[src/rtl/au_op_sequencer_pkg.sv]
// Shared opcode/error encodings, FSM states and the queued command format
// for the ALU op sequencer.
package au_pkg;

   localparam logic [1:0] OP_ADD = 2'b00;
   localparam logic [1:0] OP_SUB = 2'b01;
   localparam logic [1:0] OP_MUL = 2'b10;
   localparam logic [1:0] OP_DIV = 2'b11;

   localparam logic [1:0] ERR_OK   = 2'b00;
   localparam logic [1:0] ERR_DIV0 = 2'b01;
   localparam logic [1:0] ERR_TMO  = 2'b10;

   typedef enum logic [1:0] {
      ST_IDLE  = 2'd0,
      ST_ISSUE = 2'd1,
      ST_WAIT  = 2'd2,
      ST_RESP  = 2'd3
   } seq_state_e;

   typedef struct packed {
      logic [1:0] a;
      logic [1:0] b;
      logic [1:0] ctrl;
   } au_cmd_t;

   function automatic logic is_div0(input au_cmd_t c);
      return (c.ctrl == OP_DIV) && (c.b == 2'b00);
   endfunction

endpackage

[src/rtl/au_op_sequencer_if.sv]
// Command, ALU and response signals of the sequencer. master is the
// surrounding environment (upstream, ALU, downstream); slave is the sequencer.
interface au_op_sequencer_if;
   import au_pkg::*;

   logic       cmd_valid;
   logic       cmd_ready;
   logic [1:0] cmd_a;
   logic [1:0] cmd_b;
   logic [1:0] cmd_ctrl;
   logic [1:0] alu_a;
   logic [1:0] alu_b;
   logic [1:0] alu_ctrl;
   logic [3:0] alu_y;
   logic       alu_c;
   logic       alu_done;
   logic       rsp_valid;
   logic       rsp_ready;
   logic [3:0] rsp_y;
   logic       rsp_c;
   logic [1:0] rsp_err;
   logic       busy;

   modport master (
      output cmd_valid, cmd_a, cmd_b, cmd_ctrl, alu_y, alu_c, alu_done, rsp_ready,
      input  cmd_ready, alu_a, alu_b, alu_ctrl, rsp_valid, rsp_y, rsp_c, rsp_err, busy
   );

   modport slave (
      input  cmd_valid, cmd_a, cmd_b, cmd_ctrl, alu_y, alu_c, alu_done, rsp_ready,
      output cmd_ready, alu_a, alu_b, alu_ctrl, rsp_valid, rsp_y, rsp_c, rsp_err, busy
   );

endinterface

[src/rtl/au_op_sequencer_cmd_fifo.sv]
// Synchronous command FIFO; DEPTH must be a power of two so the pointers
// wrap naturally. Head entry is visible on rd_data whenever not empty.
module au_cmd_fifo
   import au_pkg::*;
#(
   parameter int DEPTH = 4,
   parameter int WIDTH = $bits(au_cmd_t)
) (
   input  logic             clk,
   input  logic             reset,
   input  logic             push,
   input  logic [WIDTH-1:0] wr_data,
   input  logic             pop,
   output logic [WIDTH-1:0] rd_data,
   output logic             full,
   output logic             empty
);
   localparam int AW = $clog2(DEPTH);

   logic [WIDTH-1:0] mem_q [DEPTH];
   logic [WIDTH-1:0] mem_d [DEPTH];
   logic [AW-1:0]    wr_ptr_q, wr_ptr_d;
   logic [AW-1:0]    rd_ptr_q, rd_ptr_d;
   logic [AW:0]      count_q, count_d;

   always_comb begin
      mem_d    = mem_q;
      wr_ptr_d = wr_ptr_q;
      rd_ptr_d = rd_ptr_q;
      count_d  = count_q;
      if (push) begin
         mem_d[wr_ptr_q] = wr_data;
         wr_ptr_d        = wr_ptr_q + AW'(1);
      end
      if (pop) begin
         rd_ptr_d = rd_ptr_q + AW'(1);
      end
      if (push && !pop) begin
         count_d = count_q + (AW+1)'(1);
      end else if (pop && !push) begin
         count_d = count_q - (AW+1)'(1);
      end
   end

   always_ff @(posedge clk or negedge reset) begin
      if (!reset) begin
         mem_q    <= '{default: '0};
         wr_ptr_q <= '0;
         rd_ptr_q <= '0;
         count_q  <= '0;
      end else begin
         mem_q    <= mem_d;
         wr_ptr_q <= wr_ptr_d;
         rd_ptr_q <= rd_ptr_d;
         count_q  <= count_d;
      end
   end

   assign rd_data = mem_q[rd_ptr_q];
   assign full    = (count_q == (AW+1)'(DEPTH));
   assign empty   = (count_q == '0);

endmodule

[src/rtl/au_op_sequencer.sv]
// Requesting end of the multi-cycle ALU: queues commands, issues them one at a
// time, answers divide-by-zero locally and bounds the wait for alu_done.
module au_op_sequencer
   import au_pkg::*;
#(
   parameter int DEPTH   = 4,
   parameter int TIMEOUT = 15
) (
   input  logic             clk,
   input  logic             reset,
   au_op_sequencer_if.slave bus
);
   // state    | meaning
   // ST_IDLE  | pop and classify the queue head, if any
   // ST_ISSUE | operands newly on alu_*, alu_done is stale and ignored
   // ST_WAIT  | waiting for alu_done, timeout timer running
   // ST_RESP  | result held on rsp_* until rsp_ready
   localparam int TW = $clog2(TIMEOUT);

   seq_state_e    state_q, state_d;
   logic [TW-1:0] tmr_q, tmr_d;
   logic [1:0]    alu_a_q, alu_a_d;
   logic [1:0]    alu_b_q, alu_b_d;
   logic [1:0]    alu_ctrl_q, alu_ctrl_d;
   logic          rsp_valid_q, rsp_valid_d;
   logic [3:0]    rsp_y_q, rsp_y_d;
   logic          rsp_c_q, rsp_c_d;
   logic [1:0]    rsp_err_q, rsp_err_d;
   au_cmd_t       cmd_in, head;
   logic          push, pop, fifo_full, fifo_empty;

   assign cmd_in = '{a: bus.cmd_a, b: bus.cmd_b, ctrl: bus.cmd_ctrl};
   assign push   = bus.cmd_valid && !fifo_full;

   au_cmd_fifo #(.DEPTH(DEPTH), .WIDTH($bits(au_cmd_t))) u_fifo (
      .clk     (clk),
      .reset   (reset),
      .push    (push),
      .wr_data (cmd_in),
      .pop     (pop),
      .rd_data (head),
      .full    (fifo_full),
      .empty   (fifo_empty)
   );

   always_comb begin
      state_d     = state_q;
      tmr_d       = tmr_q;
      alu_a_d     = alu_a_q;
      alu_b_d     = alu_b_q;
      alu_ctrl_d  = alu_ctrl_q;
      rsp_valid_d = rsp_valid_q;
      rsp_y_d     = rsp_y_q;
      rsp_c_d     = rsp_c_q;
      rsp_err_d   = rsp_err_q;
      pop         = 1'b0;
      case (state_q)
         ST_IDLE: begin
            if (!fifo_empty) begin
               pop = 1'b1;
               if (is_div0(head)) begin
                  state_d     = ST_RESP;
                  rsp_valid_d = 1'b1;
                  rsp_y_d     = '0;
                  rsp_c_d     = 1'b0;
                  rsp_err_d   = ERR_DIV0;
               end else begin
                  state_d    = ST_ISSUE;
                  alu_a_d    = head.a;
                  alu_b_d    = head.b;
                  alu_ctrl_d = head.ctrl;
               end
            end
         end
         ST_ISSUE: begin
            state_d = ST_WAIT;
            tmr_d   = TW'(TIMEOUT - 1);
         end
         ST_WAIT: begin
            // Done is checked first so a completion on the last allowed cycle wins.
            if (bus.alu_done) begin
               state_d     = ST_RESP;
               rsp_valid_d = 1'b1;
               rsp_y_d     = bus.alu_y;
               rsp_c_d     = bus.alu_c;
               rsp_err_d   = ERR_OK;
            end else if (tmr_q == '0) begin
               state_d     = ST_RESP;
               rsp_valid_d = 1'b1;
               rsp_y_d     = '0;
               rsp_c_d     = 1'b0;
               rsp_err_d   = ERR_TMO;
            end else begin
               tmr_d = tmr_q - TW'(1);
            end
         end
         ST_RESP: begin
            if (bus.rsp_ready) begin
               state_d     = ST_IDLE;
               rsp_valid_d = 1'b0;
            end
         end
         default: state_d = ST_IDLE;
      endcase
   end

   always_ff @(posedge clk or negedge reset) begin
      if (!reset) begin
         state_q     <= ST_IDLE;
         tmr_q       <= '0;
         alu_a_q     <= '0;
         alu_b_q     <= '0;
         alu_ctrl_q  <= '0;
         rsp_valid_q <= 1'b0;
         rsp_y_q     <= '0;
         rsp_c_q     <= 1'b0;
         rsp_err_q   <= ERR_OK;
      end else begin
         state_q     <= state_d;
         tmr_q       <= tmr_d;
         alu_a_q     <= alu_a_d;
         alu_b_q     <= alu_b_d;
         alu_ctrl_q  <= alu_ctrl_d;
         rsp_valid_q <= rsp_valid_d;
         rsp_y_q     <= rsp_y_d;
         rsp_c_q     <= rsp_c_d;
         rsp_err_q   <= rsp_err_d;
      end
   end

   assign bus.cmd_ready = !fifo_full;
   assign bus.alu_a     = alu_a_q;
   assign bus.alu_b     = alu_b_q;
   assign bus.alu_ctrl  = alu_ctrl_q;
   assign bus.rsp_valid = rsp_valid_q;
   assign bus.rsp_y     = rsp_y_q;
   assign bus.rsp_c     = rsp_c_q;
   assign bus.rsp_err   = rsp_err_q;
   assign bus.busy      = (state_q != ST_IDLE) || !fifo_empty;

endmodule

[src/flat_wrapper.sv]
// flat-port wrapper written by rule: the top's interface ports become plain ports
module au_op_sequencer_flat import au_pkg::*;
#(
   parameter int DEPTH   = 4,
   parameter int TIMEOUT = 15
)
  (clk, reset, bus_cmd_valid, bus_cmd_a, bus_cmd_b, bus_cmd_ctrl, bus_alu_y, bus_alu_c, bus_alu_done, bus_rsp_ready, bus_cmd_ready, bus_alu_a, bus_alu_b, bus_alu_ctrl, bus_rsp_valid, bus_rsp_y, bus_rsp_c, bus_rsp_err, bus_busy);
  au_op_sequencer_if bus_i ();
  input  logic clk;
  input  logic reset;
  input wire logic [$bits(bus_i.cmd_valid)-1:0] bus_cmd_valid;
  input wire logic [$bits(bus_i.cmd_a)-1:0] bus_cmd_a;
  input wire logic [$bits(bus_i.cmd_b)-1:0] bus_cmd_b;
  input wire logic [$bits(bus_i.cmd_ctrl)-1:0] bus_cmd_ctrl;
  input wire logic [$bits(bus_i.alu_y)-1:0] bus_alu_y;
  input wire logic [$bits(bus_i.alu_c)-1:0] bus_alu_c;
  input wire logic [$bits(bus_i.alu_done)-1:0] bus_alu_done;
  input wire logic [$bits(bus_i.rsp_ready)-1:0] bus_rsp_ready;
  output wire logic [$bits(bus_i.cmd_ready)-1:0] bus_cmd_ready;
  output wire logic [$bits(bus_i.alu_a)-1:0] bus_alu_a;
  output wire logic [$bits(bus_i.alu_b)-1:0] bus_alu_b;
  output wire logic [$bits(bus_i.alu_ctrl)-1:0] bus_alu_ctrl;
  output wire logic [$bits(bus_i.rsp_valid)-1:0] bus_rsp_valid;
  output wire logic [$bits(bus_i.rsp_y)-1:0] bus_rsp_y;
  output wire logic [$bits(bus_i.rsp_c)-1:0] bus_rsp_c;
  output wire logic [$bits(bus_i.rsp_err)-1:0] bus_rsp_err;
  output wire logic [$bits(bus_i.busy)-1:0] bus_busy;
  assign bus_i.cmd_valid = bus_cmd_valid;
  assign bus_i.cmd_a = bus_cmd_a;
  assign bus_i.cmd_b = bus_cmd_b;
  assign bus_i.cmd_ctrl = bus_cmd_ctrl;
  assign bus_i.alu_y = bus_alu_y;
  assign bus_i.alu_c = bus_alu_c;
  assign bus_i.alu_done = bus_alu_done;
  assign bus_i.rsp_ready = bus_rsp_ready;
  assign bus_cmd_ready = bus_i.cmd_ready;
  assign bus_alu_a = bus_i.alu_a;
  assign bus_alu_b = bus_i.alu_b;
  assign bus_alu_ctrl = bus_i.alu_ctrl;
  assign bus_rsp_valid = bus_i.rsp_valid;
  assign bus_rsp_y = bus_i.rsp_y;
  assign bus_rsp_c = bus_i.rsp_c;
  assign bus_rsp_err = bus_i.rsp_err;
  assign bus_busy = bus_i.busy;
  au_op_sequencer #(.DEPTH(DEPTH), .TIMEOUT(TIMEOUT)) u_core (.clk(clk), .reset(reset), .bus(bus_i));
endmodule
[config.mk]
export PLATFORM = sky130hd
export DESIGN_NAME = au_op_sequencer_flat
export DESIGN_NICKNAME = d
export VERILOG_FILES = /design/src/rtl/au_op_sequencer_pkg.sv /design/src/rtl/au_op_sequencer_if.sv /design/src/rtl/au_op_sequencer_cmd_fifo.sv /design/src/rtl/au_op_sequencer.sv /design/src/flat_wrapper.sv
export SDC_FILE = /design/constraint.sdc
export NUM_CORES = 1
export LEC_CHECK = 0
export BUFFER_PORTS_ARGS = -buffer_cell sky130_fd_sc_hd__buf_2
export CAP_MARGIN = 20
export CORE_MARGIN = 2
export CORE_UTILIZATION = 50
export CTS_CLUSTER_DIAMETER = 30
export DETAILED_ROUTE_END_ITERATION = 6
export PLACE_DENSITY = 0.71
export SLEW_MARGIN = 20
export SYNTH_ARGS = -nofsm -noshare
export SYNTH_HDL_FRONTEND = slang
export SYNTH_SLANG_ARGS = --single-unit
[constraint.sdc]
create_clock -name clk -period 2.69 [get_ports clk]
set_input_delay 0.1345 -clock clk [delete_from_list [all_inputs] [get_ports clk]]
set_output_delay 0.1345 -clock clk [all_outputs]
set_load 0.03 [all_outputs]
==> metrics.md, run 1 <==
| Metric | Value |
|---|---|
| Most frequent cells in the layout | `51 x dfrtp_1, 34 x mux2_2, 30 x buf_2` |
| DR vias/cell | `~5.4` |
| HP Start | `bus_cmd_a[0]` |
| Power density cells | `1280 nW/um2` |
| Longest Clk Path Bufs | `2` |
| Reg2reg setup slack | `roughly 270 ps` |
| Clock transition at the registers of the reported paths | `about 80 ps` |
| Worst path slowest cell | `o31ai_1` |
| Commonest non-fill, non-tap cell in the layout | `dfrtp_1` |
| Chip Height | `approximately 73 um` |
| Post-synthesis sequential area ratio | `0.530` |
| Skew final | `around 3.3 ps` |
| Io pins | `32` |
| Hold endpoint | `u_core.u_fifo.mem_q[4]` |
| Final Setup Violations | `0` |
| Crit-path max FO | `5` |
| WP data arrival | `about 2700 ps` |
| Initial antenna violation count | `0` |
| LEAKAGE | `~1.3 nW` |
| Total negative slack | `0 ps` |
| Met2 usage | `0.312` |
| Peak supply drop | `0.491 mV` |
| Vias in the first global route | `between 1500 and 2000` |
| Die W | `roughly 73 um` |
| Cells after Synth | `about 170` |
| Cell Rows | `25` |
| Initial core utilization | `0.513` |
| Clk_lat worst skew | `300 ps` |
| Status | `finished clean` |
| Global-route wire length before repair | `roughly 7100 um` |
| Worst min path class | `in -> reg` |
| Final hold viol count | `0` |
| Worst r2r src | `u_core.u_fifo.count_q[0]` |
| GPL Wtd Cong | `between 0.7 and 0.8` |
| Post-CTS Setup Bufs | `0` |
| Max Cap Violations | `0` |
| F_max | `a little over 0.4 GHz` |
| Largest net degree at the start of global routing | `52` |
| Final net count | `240` |
| H-tree Lvls | `2` |
| Die ar. | `about 5400 um2` |
| Port bufs | `31` |
| Antenna Cells | `0` |
| DRC viols | `0` |
| First DRT Iteration DRCs | `84` |
| Most Crowded Layer GR | `met2` |
| CTS buffer count | `5` |
| Flops & latches, synth | `51` |
| R2R depth | `7` |
| Final core utilization | `0.584` |
| Relative slew slack | `0.518` |
| Met1 GRT Util | `0.214` |
| Initial DRT Pass Iterations | `4` |
| Mapped Avg Cell Area | `13.8 um2` |
| Wirelength per Cell | `between 15 and 20 um` |
| Worst r2r dst | `u_core.u_fifo.count_q[2]` |
| Post_cts resized | `0` |
| Min Tclk post-route | `2420 ps` |
| WL final | `4230 um` |
| Setup crit start kind | `register` |
| Hpwl dp | `around 3200 um` |
| Post-synth cell types | `32` |
| Clock sink total | `approximately 50` |
| GR Overflow Total | `0` |
| CTS tree | `yes` |
| Antenna viol nets, final | `0` |
| Crit-path cells | `o31ai_1, ha_1, inv_1, fa_1, xor2_1, nor2_1, xor2_1` |
| Max incr delay on CP | `660 ps` |
| Final period util | `0.901` |
| Most numerous cell on the critical path | `xor2_1` |
| Class of the most critical setup path | `reg -> reg` |
| Syn Nets | `201` |
| Yosys warns | `0` |
| Worst EP required | `2910 ps` |
| Measured slew at the worst slew-check pin | `between 700 and 800 ps` |
| Fraction of layout cells with a size suffix above 1 | `0.388` |
| Clk Tree Root Cell | `clkbuf_8` |
| Layout fillers | `slightly below 400` |
| Core Area | `between 4000 and 5000 um2` |
| Synth Cell Area | `roughly 2400 um2` |
| Slew Viols, Final | `0` |
| Crit end category | `register` |
| RSZ-0062 raised after global routing | `false` |
| Area delta synth->final | `13.9%` |
| Total Routing Usage GR | `0.178` |
| Total number of vias | `about 1500` |
| Hold Path Cell Cnt | `2` |
| GR Util met3 | `0.0412` |
-- timing repair --
action,CTS,global route
hold buffers,0,1
setup endpoints to repair,0,0
hold endpoints to repair,0,51
-- through the flow --
stage / setup WS [ps] / power (mW) / area [um2] / instances / hold slack [ps]
global placement: 391 / 2.97 / 2630 / 259 / 374
global route: 55.0 / 3.77 / 2740 / 268 / 99.4
detailed placement: 289 / 3.07 / 2630 / 259 / 410
floorplan: 440 / 2.66 / 2410 / 174 / -161
finish: 266 / 3.50 / 2740 / 268 / 102
CTS: 261 / 3.55 / 2730 / 267 / 72.6
-- cell type report --
class,instances,area [um2],share of cell area
flip-flops and latches,51,1280,0.466
well taps,54,67.6,0.0246
clock buffers,8,100,0.0365
inverters,11,41.3,0.0151
multi-input cells,110,1070,0.392
repair buffers,34,183,0.0666
-- state kept, by name, summed over array words and instances (netlist names) --
register	cells
u_core.u_fifo.mem_q	24
u_core.bus.rsp_y	4
u_core.tmr_q	4
u_core.u_fifo.count_q	3
u_core.bus.alu_a	2
u_core.bus.alu_b	2
u_core.bus.alu_ctrl	2
u_core.bus.rsp_err	2
u_core.state_q	2
u_core.u_fifo.rd_ptr_q	2
u_core.u_fifo.wr_ptr_q	2
u_core.bus.rsp_c	1
u_core.bus.rsp_valid	1
-- worst max-delay path by stage --
stage               slack [ps]                       end                 startpoint  cells after the start
CTS                        260  u_core.u_fifo.count_q[2]   u_core.u_fifo.count_q[0]                      7
global route                50  u_core.u_fifo.count_q[2]   u_core.u_fifo.count_q[0]                      7
finish                     270  u_core.u_fifo.count_q[2]   u_core.u_fifo.count_q[0]                      7
floorplan                  440          u_core.bus.rsp_c          u_core.state_q[0]                      6
global placement           390       u_core.bus.rsp_y[0]  u_core.u_fifo.rd_ptr_q[0]                      4
detailed placement         290  u_core.u_fifo.count_q[2]   u_core.u_fifo.count_q[0]                      7
-- cells by family (layout without fill, tap and decap cells) --
logic type / count (synthesis) / count (layout) / synth area share
AOI/OAI and AO/OA: 13 / 13 / 0.0400
xor gates and xnor gates: 6 / 6 / 0.0218
adders and majority gates: 11 / 11 / 0.0603
buffers and inverters: 13 / 53 / 0.0234
DFF: 51 / 51 / 0.530
muxes: 45 / 45 / 0.238
and+or+nand+nor: 35 / 35 / 0.0863
-- critical path: cells and delay by family, from the launching register on --
family                     cells  cell delay (ps)
adders and majority gates      2              730
AOI/OAI and AO/OA              1              660
DFF                            1              460
xor gates and xnor gates       2              320
and+or+nand+nor                1              110
buffers and inverters          1               70
-- per-layer routing --
metal / vias to the layer above / routed length [um]
met5: - / 0
met4: 0 / 73
met3: 6 / 160
met2: 30 / 2150
met1: 728 / 1850
li1: 692 / -
-- report_power, final --
group          leakage, nW  switching [mW]  internal (mW)  total (mW)
clock network       0.0515           0.232          0.235       0.467
logic                0.619           0.819          0.831        1.65
registers            0.606           0.251           1.13        1.38
-- synth_stat cells --
library cell	n	area, um2
mux2i_1	2	20.0
buf_6	1	11.3
o31ai_1	1	7.51
o22a_1	1	8.76
mux4_2	6	135
nand4bb_4	1	27.5
ha_1	10	125
nor2_1	6	22.5
buf_1	1	3.75
nand3_1	3	15.0
mux2_2	34	383
mux2_1	3	33.8
or3_1	2	12.5
and3_1	5	31.3
nand2_1	10	37.5
a211oi_4	1	20.0
fa_1	1	20.0
o21ai_0	6	30.0
nor2b_1	1	6.26
nand4b_1	1	8.76
a211oi_1	1	7.51
or4b_2	1	10.0
o221ai_1	1	8.76
xor2_1	3	26.3
xnor2_1	3	26.3
a31oi_1	1	6.26
nor4bb_1	1	10.0
nor3b_1	1	7.51
dfrtp_1	51	1280
inv_1	11	41.3
nand2b_1	3	18.8
a21boi_1	1	7.51
Note: power is estimated with default switching activity, not from simulation.
==> run 2, diff against run 1 <==
--- a/config.mk
+++ b/config.mk
@@ -11,7 +11,7 @@
 export CORE_UTILIZATION = 50
 export CTS_CLUSTER_DIAMETER = 30
 export DETAILED_ROUTE_END_ITERATION = 6
-export PLACE_DENSITY = 0.71
+export PLACE_DENSITY = 0.73
 export SLEW_MARGIN = 20
 export SYNTH_ARGS = -nofsm -noshare
 export SYNTH_HDL_FRONTEND = slang
==> constraint.sdc (replaced) <==
create_clock -name clk -period 2 [get_ports clk]
set_input_delay 0.1 -clock clk [delete_from_list [all_inputs] [get_ports clk]]
set_output_delay 0.1 -clock clk [all_outputs]
set_load 0.03 [all_outputs]
==> metrics.md, run 2 (synthesis results as in run 1) <==
| Metric | Value |
|---|---|
| Most frequent cells in the layout | `49 x dfrtp_1, 32 x mux2_2, 31 x buf_2` |
| R2R depth | `5 (-2)` |
| Clk pwr share | `0.156 (+0.023)` |
| CP bufs+invs | `1 (unchanged)` |
| Clk_lat worst skew | `310 ps (about the same)` |
| Initial DRT Pass Iterations | `4 (unchanged)` |
| Reg2reg setup slack | `-20 ps (-280 ps)` |
| Failing checks | `negative setup slack` |
| Hold endpoint | `u_core.u_fifo.mem_q[8]` |
| Slew Viols, Final | `0 (unchanged)` |
| Chip Height | `73.4 um (unchanged)` |
| GR Overflow Total | `0 (unchanged)` |
| Final Setup Violations | `4 (+4)` |
| Relative slew slack | `0.573 (+0.0553)` |
| CTS tree | `yes` |
| Antenna viol nets, final | `0 (unchanged)` |
| Top delay family on crit path | `multiplexers` |
| H-tree Lvls | `2 (unchanged)` |
| Net Sw Power | `1.88 mW (+44%)` |
| Setup ws final | `-17.0 ps (-283 ps)` |
| Crit end category | `register` |
| DRC viols | `0 (unchanged)` |
| Largest Register | `u_core.u_fifo.mem_q` |
| Core Area | `4690 um2 (unchanged)` |
| F_max | `0.496 GHz (+20%)` |
| Setup crit start kind | `register` |
| CTS buffer count | `5 (unchanged)` |
| Min Tclk post-route | `2020 ps (-407 ps)` |
| Die W | `73.4 um (unchanged)` |
| Io pins | `32 (unchanged)` |
| Logic gate share of total power | `0.496 (+0.025)` |
| Sequential Power Share | `0.348 (-0.047)` |
| Antenna Cells | `0 (unchanged)` |
| Worst path slowest cell | `mux4_2` |
| Longest Clk Path Bufs | `2 (unchanged)` |
| Measured slew at the worst slew-check pin | `640 ps (-76.8 ps)` |
| Largest register FFs | `24 (unchanged)` |
| Hold Path Cell Cnt | `2 (unchanged)` |
| Net Sw Frac | `0.350 (-0.0221)` |
| Peak supply drop | `0.908 mV (+85%)` |
| Place WS | `-143 ps (-432 ps)` |
| Initial core utilization | `0.513 (unchanged)` |
| Global-route wire length before repair | `7180 um (+0.67%)` |
| Worst r2r dst | `u_core.bus.rsp_err[1]` |
| DR vias/cell | `5.30 (-2.4%)` |
| Worst min path class | `in -> reg` |
| Vias in the first global route | `1525 (-2.2%)` |
| Crit-path max FO | `7 (+2)` |
| Clock sink total | `51 (unchanged)` |
| Clock transition at the registers of the reported paths | `90 ps (about the same)` |
| Largest net degree at the start of global routing | `52 (unchanged)` |
| Fraction of layout cells with a size suffix above 1 | `0.485 (+0.0973)` |
| Clk Tree Root Cell | `clkbuf_8` |
| Final hold viol count | `0 (unchanged)` |
| Wirelength per Cell | `14.7 um (-7.0%)` |
| Area delta synth->final | `24.1%` |
| Cell Rows | `25 (unchanged)` |
| Total Routing Usage GR | `0.178 (-0.000229)` |
| Initial antenna violation count | `0 (unchanged)` |
| Setup crit start | `u_core.u_fifo.rd_ptr_q[0]` |
| HP Start | `bus_cmd_b[0]` |
| Power density cells | `1800 nW/um2 (+41%)` |
| LEAKAGE | `1.40 nW (+9.4%)` |
| Final net count | `261 (+8.8%)` |
| GPL Wtd Cong | `0.725 (-0.14%)` |
| Finished Layout Cells | `289 (+7.8%)` |
| Worst EP required | `2190 ps (-720 ps)` |
| Port bufs | `31 (unchanged)` |
| WP data arrival | `2210 ps (-440 ps)` |
| RSZ-0062 raised after global routing | `true` |
| Layout fillers | `347 (-12%)` |
| # placed instances | `278 (+7.3%)` |
| Skew final | `4.87 ps (+1.53 ps)` |
| Final period util | `1.01 (+0.107)` |
| WP depth | `5 (-2)` |
| First DRT Iteration DRCs | `43 (-49%)` |
| Total number of vias | `1532 (+5.2%)` |
| Class of the most critical setup path | `reg -> reg` |
| Commonest non-fill, non-tap cell in the layout | `dfrtp_1` |
| Pint | `3.49 mW (+59%)` |
| Max incr delay on CP | `550 ps (-110 ps)` |
| Crit-path cells | `mux4_2, nand4bb_4, a211oi_4, buf_6, mux2_1` |
| Status | `complete, but fails checks` |
| WL final | `4250 um (+0.31%)` |
| Max Cap Violations | `0 (unchanged)` |
| Die ar. | `5380 um2 (unchanged)` |
| Worst r2r src | `u_core.u_fifo.rd_ptr_q[0]` |
| Hpwl dp | `3140 um (-2.1%)` |
[run 2: changes by cell type in the layout (fill, tap and decap cells not counted), moves of 2 or more]
cell,before,now
dfrtp_1,51,49
ha_1,10,8
mux2_2,34,32
ha_2,0,2
bufinv_16,0,2
dfrtp_2,0,2
buf_4,3,22
mux2_4,0,2
clkbuf_8,7,5
[run 2: layout make-up]
class                   instances  area [um2]  area share
inverters                      11        41.3      0.0138
multi-input cells             110        1120       0.375
repair buffers                 55         342       0.114
clock inverters                 3        67.6      0.0226
well taps                      54        67.6      0.0226
flip-flops and latches         51        1280       0.428
clock buffers                   5        68.8      0.0230
[run 2: repair_timing]
action                                  in CTS  in global routing
hold buffers                                 1                  0
resized for setup                            6                  2
setup buffers                                2                  0
endpoints found under the hold margin       51                  0
endpoints found under the setup margin      14                 16
[run 2: power by group through the flow]
stage	clock (mW)	combinational (mW)	sequential [mW]
finish	0.837	2.66	1.86
global route	0.899	2.90	1.93
CTS	0.864	2.70	1.86
detailed placement	0	2.58	1.88
global placement	0	2.53	1.85
floorplan	0	1.64	1.99
[run 2: routing by layer]
| layer | up-vias | wire length (um) | track usage |
|---|---|---|---|
| met3 | 12 | 155 | 0.0370 |
| li1 | 742 | - | - |
| met5 | - | 0 | 0 |
| met1 | 746 | 1990 | 0.240 |
| met4 | 0 | 118 | 0.0808 |
| met2 | 32 | 1980 | 0.278 |
[run 2: how the worst max path moves through the flow]
| stage | end | slack [ps] |
|---|---|---|
| 2_1_floorplan | u_core.bus.rsp_y[0] | -90 |
| 3_3_place_gp | u_core.bus.alu_ctrl[0] | -110 |
| 3_5_place_dp | u_core.bus.alu_b[0] | -140 |
| 4_1_cts | u_core.bus.rsp_err[1] | -20 |
| 5_1_grt | u_core.bus.rsp_y[2] | -100 |
| 6_report | u_core.bus.rsp_err[1] | -20 |
[run 2: metrics by stage]
stage	power, mW	hold slack, ps	TNS, ps	instance area (um2)	util
floorplan	3.64	-196	-471	2430	-
global placement	4.38	250	-961	2800	0.596
detailed placement	4.46	253	-1260	2800	0.596
CTS	5.42	54.1	-60.5	2980	0.635
global route	5.73	51.1	-971	2990	0.637
finish	5.37	63.0	-53.9	2990	0.637
[run 2: worst reg2reg max path: cells and delay by family, from the launching register on]
family                 cells  cell delay, ps
AOI/OAI and AO/OA          1             220
buffers and inverters      1             160
DFF                        1             420
muxes                      2             870
and+or+nand+nor            1             230
==> run 3, diff against run 2 <==
--- a/config.mk
+++ b/config.mk
@@ -11,6 +11,7 @@
 export CORE_UTILIZATION = 50
 export CTS_CLUSTER_DIAMETER = 30
 export DETAILED_ROUTE_END_ITERATION = 6
+export MAX_ROUTING_LAYER = met4
 export PLACE_DENSITY = 0.73
 export SLEW_MARGIN = 20
 export SYNTH_ARGS = -nofsm -noshare
==> metrics.md, run 3 (synthesis results as in run 1) <==
| Metric | Value |
|---|---|
| Initial DRT Pass Iterations | `4 (unchanged)` |
| Largest net degree at the start of global routing | `52 (unchanged)` |
| Commonest non-fill, non-tap cell in the layout | `dfrtp_1` |
| Worst EP required | `2190 ps (about the same)` |
| Worst r2r dst | `u_core.bus.rsp_err[1]` |
| Final Total Pwr | `5.37 mW (about the same)` |
| Final period util | `1.01 (about the same)` |
| Initial antenna violation count | `0 (unchanged)` |
| Slew Viols, Final | `0 (unchanged)` |
| Final core utilization | `0.637 (unchanged)` |
| Skew final | `4.96 ps (+0.0934 ps)` |
| WL final | `4230 um (-0.33%)` |
| Area delta synth->final | `24.1% (unchanged)` |
| Antenna viol nets, final | `0 (unchanged)` |
| Largest register FFs | `24 (unchanged)` |
| # placed instances | `278 (unchanged)` |
| Status | `complete, but fails checks` |
| H-tree Lvls | `2 (unchanged)` |
| Fraction of layout cells with a size suffix above 1 | `0.485 (unchanged)` |
| Power density cells | `1800 nW/um2 (about the same)` |
| Io pins | `32 (unchanged)` |
| Vias in the first global route | `1524 (-0.066%)` |
| Net Sw Power | `1.88 mW (about the same)` |
| Placed Area | `2800 um2 (unchanged)` |
| Max Cap Violations | `0 (unchanged)` |
| Largest Register | `u_core.u_fifo.mem_q` |
| HP Start | `bus_cmd_b[0]` |
| Final Setup Violations | `4 (unchanged)` |
| Setup ws final | `-18.0 ps (-0.929 ps)` |
| Clock sink total | `51 (unchanged)` |
| Hpwl dp | `3140 um (unchanged)` |
| Chip Height | `73.4 um (unchanged)` |
| Total number of vias | `1528 (-0.26%)` |
| WHS | `61.9 ps (-1.05 ps)` |
| Crit-path max FO | `7 (unchanged)` |
| Pint | `3.49 mW (about the same)` |
| Total Routing Usage GR | `0.184 (+0.00621)` |
| Worst min path class | `in -> reg` |
| Die W | `73.4 um (unchanged)` |
| Port bufs | `31 (unchanged)` |
| GPL Wtd Cong | `0.734 (+1.2%)` |
| DR vias/cell | `5.29 (-0.26%)` |
| Finished Layout Cells | `289 (unchanged)` |
| GR Overflow Total | `0 (unchanged)` |
| Logic gate share of total power | `0.496 (about the same)` |
| Final net count | `261 (unchanged)` |
| Crit end category | `register` |
| RSZ-0062 raised after global routing | `true` |
| Design Area, Final | `2990 um2 (unchanged)` |
| CTS buffer count | `5 (unchanged)` |
| Most frequent cells in the layout | `49 x dfrtp_1, 32 x mux2_2, 31 x buf_2` |
| Clk pwr share | `0.156 (about the same)` |
| Sequential Power Share | `0.347 (about the same)` |
| WP data arrival | `2210 ps (about the same)` |
| Wirelength per Cell | `14.6 um (-0.33%)` |
| Final hold viol count | `0 (unchanged)` |
| Min Tclk post-route | `2020 ps (+0.929 ps)` |
| Clk Tree Root Cell | `clkbuf_8` |
| Clock transition at the registers of the reported paths | `90 ps (about the same)` |
| Die ar. | `5380 um2 (unchanged)` |
| Global-route wire length before repair | `7190 um (about the same)` |
| First DRT Iteration DRCs | `63 (+47%)` |
| Relative slew slack | `0.583 (+0.0103)` |
| Core Area | `4690 um2 (unchanged)` |
| Peak supply drop | `0.909 mV (+0.16%)` |
| Longest Clk Path Bufs | `2 (unchanged)` |
| CTS tree | `yes` |
| Clk_lat worst skew | `310 ps (about the same)` |
| Worst r2r src | `u_core.u_fifo.rd_ptr_q[0]` |
| DRC viols | `0 (unchanged)` |
| LEAKAGE | `1.40 nW (unchanged)` |
| Antenna Cells | `0 (unchanged)` |
| F_max | `0.496 GHz (about the same)` |
| Hold endpoint | `u_core.u_fifo.mem_q[8]` |
| Net Sw Frac | `0.350 (about the same)` |
| Hold Path Cell Cnt | `2 (unchanged)` |
| Place WS | `-143 ps (unchanged)` |
| Failing checks | `negative setup slack` |
| Reg2reg setup slack | `-20 ps (about the same)` |
| Class of the most critical setup path | `reg -> reg` |
| Cell Rows | `25 (unchanged)` |
| Total negative slack | `-55.5 ps (-1.59 ps)` |
| Setup crit start kind | `register` |
| Initial core utilization | `0.513 (unchanged)` |
| Measured slew at the worst slew-check pin | `625 ps (-15.4 ps)` |
| R2R depth | `5 (unchanged)` |
[run 3: cell counts in the layout (fill, tap and decap cells not counted)]
No cell type changed its count.
[run 3: critical path, cell delays in order, from the launching register on]
cell       delay (ps)
dfrtp_2           420
mux4_2            550
nand4bb_4         230
a211oi_4          220
buf_6             160
mux2_1            320
[run 3: how the worst max path moves through the flow]
stage | from | endpoint | slack (ps) | cells past startpoint
after CTS | u_core.u_fifo.rd_ptr_q[0] | u_core.bus.rsp_err[1] | -20 | 5
after global routing | u_core.u_fifo.rd_ptr_q[0] | u_core.bus.rsp_y[2] | -100 | 5
after global placement | u_core.u_fifo.rd_ptr_q[0] | u_core.bus.alu_ctrl[0] | -110 | 5
final | u_core.u_fifo.rd_ptr_q[0] | u_core.bus.rsp_err[1] | -20 | 5
after floorplan | u_core.u_fifo.rd_ptr_q[0] | u_core.bus.rsp_y[0] | -90 | 5
after detailed placement | u_core.u_fifo.rd_ptr_q[0] | u_core.bus.alu_b[0] | -140 | 5
[run 3: power groups by stage]
stage	registers, mW	logic [mW]	clock network [mW]
CTS	1.86	2.70	0.864
finish	1.86	2.66	0.839
detailed placement	1.88	2.58	0
floorplan	1.99	1.64	0
global placement	1.85	2.53	0
global route	1.93	2.90	0.903
[run 3: cell type report]
| class | instances | area [um2] |
|---|---|---|
| fillers | 347 | 1710 |
| flip-flops and latches | 51 | 1280 |
| multi-input cells | 110 | 1120 |
| repair buffers | 55 | 342 |
| clock buffers | 5 | 68.8 |
| clock inverters | 3 | 67.6 |
| well taps | 54 | 67.6 |
| inverters | 11 | 41.3 |
[run 3: timing repair]
item                                    CTS  global route
endpoints found under the setup margin   14            16
resized for setup                         6             2
setup buffers                             2             0
hold buffers                              1             0
hold endpoints to repair                 51             0
[run 3: routing by layer]
metal	vias up	share of wire	GRT usage
met2	32	0.47	0.278
met3	11	0.042	0.0494
met4	0	0.026	0.0687
met5	-	0	-
li1	743	-	-
met1	742	0.47	0.240
